[src/rtl/gate_bist.sv]
// gate_bist: self-test sequencer for a two-input AND/OR/NOT gate block.
// Optional build macro GATE_BIST_LOOP_EN: back-to-back sweeps with accumulated, saturating error state.
`default_nettype none

module gate_bist #(
    parameter int HOLD_CYCLES   = 4,
    parameter int SETTLE_CYCLES = 1
) (
    input  logic       iClk,
    input  logic       iRst,
    input  logic       iStart,
    input  logic       iAnd,
    input  logic       iOr,
    input  logic       iNot,
    output logic       oA,
    output logic       oB,
    output logic       oBusy,
    output logic       oDone,
    output logic       oPass,
    output logic [2:0] oErrCnt,
    output logic [1:0] oFailVec,
    output logic [2:0] oFailBits
);

    typedef enum logic [1:0] {
        IDLE  = 2'd0,
        DRIVE = 2'd1,
        DONE  = 2'd2
    } state_t;

    localparam logic [7:0] HOLD_LAST = 8'(HOLD_CYCLES - 1);
    localparam logic [7:0] SETTLE_AT = 8'(SETTLE_CYCLES);

    state_t     state;
    logic [1:0] vec;
    logic [1:0] vec_next;
    logic [7:0] cnt;
    logic [2:0] mismatch;
    logic       hit;
    logic [2:0] err_next;

    // oA/oB always equal the vector under test while in DRIVE, so they form the expected values
    assign mismatch = {iAnd ^ (oA & oB), iOr ^ (oA | oB), iNot ^ ~oA};
    assign hit      = (state == DRIVE) && (cnt == SETTLE_AT) && (mismatch != 3'b000);
    assign vec_next = vec + 2'd1;

    always_comb begin
        err_next = oErrCnt;
        if (hit) begin
`ifdef GATE_BIST_LOOP_EN
            err_next = (oErrCnt == 3'd7) ? 3'd7 : oErrCnt + 3'd1;
`else
            err_next = oErrCnt + 3'd1;
`endif
        end
    end

    always_ff @(posedge iClk) begin
        if (iRst) begin
            state     <= IDLE;
            vec       <= 2'd0;
            cnt       <= 8'd0;
            oA        <= 1'b0;
            oB        <= 1'b0;
            oBusy     <= 1'b0;
            oDone     <= 1'b0;
            oPass     <= 1'b0;
            oErrCnt   <= 3'd0;
            oFailVec  <= 2'd0;
            oFailBits <= 3'd0;
        end else begin
            case (state)
                IDLE: begin
                    oA    <= 1'b0;
                    oB    <= 1'b0;
                    oBusy <= 1'b0;
                    if (iStart) begin
                        state     <= DRIVE;
                        vec       <= 2'd0;
                        cnt       <= 8'd0;
                        oBusy     <= 1'b1;
                        oDone     <= 1'b0;
                        oPass     <= 1'b0;
                        oErrCnt   <= 3'd0;
                        oFailVec  <= 2'd0;
                        oFailBits <= 3'd0;
                    end
                end
                DRIVE: begin
                    cnt     <= cnt + 8'd1;
                    oErrCnt <= err_next;
                    // oErrCnt==0 marks the first failure since the last clear
                    if (hit && (oErrCnt == 3'd0)) begin
                        oFailVec  <= vec;
                        oFailBits <= mismatch;
                    end
                    if (cnt == HOLD_LAST) begin
                        cnt <= 8'd0;
                        if (vec == 2'd3) begin
                            state <= DONE;
                            oA    <= 1'b0;
                            oB    <= 1'b0;
                            oBusy <= 1'b0;
                            oDone <= 1'b1;
                            oPass <= (err_next == 3'd0);
                        end else begin
                            vec <= vec_next;
                            oA  <= vec_next[1];
                            oB  <= vec_next[0];
                        end
                    end
                end
                DONE: begin
                    if (iStart) begin
                        state <= DRIVE;
                        vec   <= 2'd0;
                        cnt   <= 8'd0;
                        oBusy <= 1'b1;
                        oDone <= 1'b0;
                        oPass <= 1'b0;
`ifndef GATE_BIST_LOOP_EN
                        oErrCnt   <= 3'd0;
                        oFailVec  <= 2'd0;
                        oFailBits <= 3'd0;
`endif
                    end
                end
                default: begin
                    state <= IDLE;
                end
            endcase
        end
    end

endmodule

`default_nettype wire

[config.mk]
export PLATFORM = sky130hd
export DESIGN_NAME = gate_bist
export DESIGN_NICKNAME = d
export VERILOG_FILES = /design/src/rtl/gate_bist.sv
export SDC_FILE = /design/constraint.sdc
export NUM_CORES = 1
export LEC_CHECK = 0
export ABC_AREA = 1
export CORE_MARGIN = 2
export CORE_UTILIZATION = 53
export DETAILED_ROUTE_END_ITERATION = 6
export PLACE_DENSITY_LB_ADDON = 0.1
export SLEW_MARGIN = 5
export SYNTH_ARGS = -nofsm -noshare
export SYNTH_HDL_FRONTEND = slang
export SYNTH_SLANG_ARGS = --single-unit
[constraint.sdc]
create_clock -name iClk -period 2.04 [get_ports iClk]
set_clock_uncertainty 0.05 [all_clocks]
set_input_delay 0.612 -clock iClk [delete_from_list [all_inputs] [get_ports iClk]]
set_output_delay 0.612 -clock iClk [all_outputs]
set_load 0.02 [all_outputs]
==> run_results.csv <==
group,metric,value,unit
outcome,run_status,"completed",
place,dpl_worst_slack,-0.122,ns
clock_network,clk_root_buffer_cell,"clkbuf_4",
clock_network,num_clock_sinks,25,
finish,syn_to_final_growth,25.2,%
setup_path,worst_path_cell_chain,"clkdlybuf4s50_1",
sta,post-route-min-period,1.95,ns
synthesis,synth-seq-cells,25,
global_route,grt_overflow_total,0,
detailed_routing,ant_nets,0,
setup_path,endpoint_kind,"primary output",
synthesis,synthesis.area,1390,sq um
die,num_io_pins,19,
sta,rsz0062_at_grt,"false",
die,placement_rows,18,
setup_path,top_fanout_value_on_the_critical_path,2,
power_and_ir_drop,report.power.total,1.71,mW
power_and_ir_drop,power_leakage,0.752,nW
detailed_routing,detail_route.iter0.violations,17,
hold_path,min-delay-path-class,"reg -> reg",
setup_path,worstPathArrival,1.29,ns
finish,diodes_inserted,0,
clock_network,cts_inserted_buffers,3,
finish,post_route_cells_drive_above_1_share,15.4,%
setup_path,critical_path.n_buffers_inverters,1,
die,start_util,56.0,%
die,floorplan.die.height,55.2,microns
global_route,pin_count_of_the_biggest_net_entering_global_routing,17,
finish,finalCoreUtilization,70.2,%
sta,finalSetupTns,0,ns
detailed_routing,route.detailed.vias_per_inst,5.32,
global_route,overall_global_routing_resource_usage,22.7,%
sta,tightestPinTransition,0.299,ns
finish,layout_common_cells,"nand2_1 (41), dfxtp_1 (24), inv_1 (22)",
synthesis,syn_avg_cell_area,7.23,sq um
finish,stdcell_area,1740,sq um
place,placed_area,1710,sq um
detailed_routing,post_drt_wl_per_cell,11.7,microns
setup_path,data_required_time_at_the_worst_endpoint,1.38,ns
sta,final-max-slew-violation-count,0,
global_route,first_global_vias,1234,
sta,fin_ws,0.0868,ns
sta,timing_hold_violations_final,0,
clock_network,clock_path_buffers,2,
sta,setup_viol,0,
place,place_hpwl,2.35,mm
setup_path,crit_type,"reg -> out",
place,io_buffer_count,18,
power_and_ir_drop,pwr_density,986,nW/um^2
global_route,first_pass_grt_wire_length,4.95,mm
detailed_routing,drc_errors,0,
clock_network,clock_insertion_delay_worst_skew,0.31,ns
power_and_ir_drop,max-vdd-ir-drop,0.775,mV
setup_path,crit_slowest_cell,"clkdlybuf4s50_1",
finish,layout.cells.most_common,"nand2_1",
place,routabilityCongestion,0.772,
synthesis,synth.net_count,208,
clock_network,htreeDepth,1,
global_route,grt_antenna_before_repair,0,
setup_path,critPathLaunchType,"flop",
clock_network,tritoncts,"built",
detailed_routing,firstDrtPassIters,5,
synthesis,postSynthCellCount,192,
synthesis,synth.distinct_cells,30,
sta,max_freq,0.512,GHz
detailed_routing,detail_route.wirelength,3.00,mm
synthesis,synth_seq_area_share,36.1,%
die,core,2480,sq um
job,max-cap-violations,0,
sta,slew_headroom,80.0,%
detailed_routing,detailroute.via_count,1366,
die,die_x,55.2,microns
synthesis,synthesis.yosys.warnings,0,
setup_path,cp_top_family,"buffers and inverters",
clock_network,clkTransAtPathRegs,0.13,ns
die,dieArea,3040,sq um
setup_path,timing.critical_path.slowest_cell_delay,0.61,ns
sta,finalCritPeriodShare,95.7,%
finish,final_nets,244,
cell families (layout without fill, tap and decap cells):
group	Yosys count	after routing	synth area share, %
simple gates	92	92	31.7
compound gates	33	33	13.3
buf+inv	29	64	7.93
fa+ha+maj	10	10	9.02
flops	25	25	36.1
xor+xnor	3	3	1.89
synthesized netlist by cell type:
cell type	n	area, sq um
nor3_1	5	25.0
nand2_1	41	154
nand2_2	1	6.26
o21ai_4	1	16.3
nand4_1	3	18.8
nor2_2	2	12.5
nor2_4	1	11.3
nor3_2	1	10.0
a211oi_1	1	7.51
nand3b_1	3	22.5
inv_2	3	11.3
nor3b_2	1	12.5
dfxtp_1	25	500
ha_1	10	125
clkinv_1	1	3.75
o21ai_0	5	25.0
nor3b_1	2	15.0
clkbuf_1	2	7.51
o21ai_2	1	8.76
a21oi_1	21	105
a31oi_1	1	6.26
o21ai_1	2	10.0
o22ai_1	1	6.26
xor2_1	3	26.3
buf_2	1	5.00
nand3_1	10	50.1
nor2_1	19	71.3
nand3_2	2	20.0
inv_1	22	82.6
nand2_4	1	11.3
flip-flops by register name (all words and copies together) (netlist names):
register and cells:
state 2, oFailBits 3, cnt 8, oBusy 1
oPass 1, oB 1, oFailVec 2, vec 2
oErrCnt 3, oDone 1, oA 1
layer usage:
layer	wire length, microns	global-route usage (%)
met1	1340	25.4
met2	1470	43.1
met3	137	3.23
met4	47	8.54
met5	0	0
stage by stage:
stage          hold WS [ns]  cells
6_report              0.422    257
5_1_grt               0.449    257
4_1_cts               0.427    257
3_5_place_dp          0.408    253
3_3_place_gp          0.398    253
2_1_floorplan         0.430    192
cell type report:
| class | instances | area [sq um] |
|---|---|---|
| Inverter | 26 | 97.6 |
| Clock buffer | 4 | 26.3 |
| Tap cell | 30 | 37.5 |
| Fill cell | 207 | 739 |
| Multi-Input combinational cell | 138 | 779 |
| Timing Repair Buffer | 34 | 295 |
| Sequential cell | 25 | 502 |
what timing repair did:
item                       CTS  global route
pin swaps                    0             0
hold buffers                 0             0
setup buffers                0             0
setup endpoints to repair    4             5
gates resized for setup      4             2
where the power goes:
part           switching, mW  internal (mW)  total [mW]
clock network          0.145         0.0765       0.221
logic                  0.497          0.343       0.840
registers             0.0777          0.576       0.654
final timing paths:
path	start	end	slack [ns]	cells after the start
min reg2reg	oFailBits[2]$_SDFFE_PP0P_	oFailBits[2]$_SDFFE_PP0P_	0.42	2
min	oFailBits[2]$_SDFFE_PP0P_	oFailBits[2]$_SDFFE_PP0P_	0.42	2
max	oFailBits[0]$_SDFFE_PP0P_	oFailBits[0]	0.09	1
max reg2reg	state[0]$_SDFFE_PP0P_	cnt[5]$_SDFFE_PP0P_	0.27	8
Power figures use the tool's default switching activity.
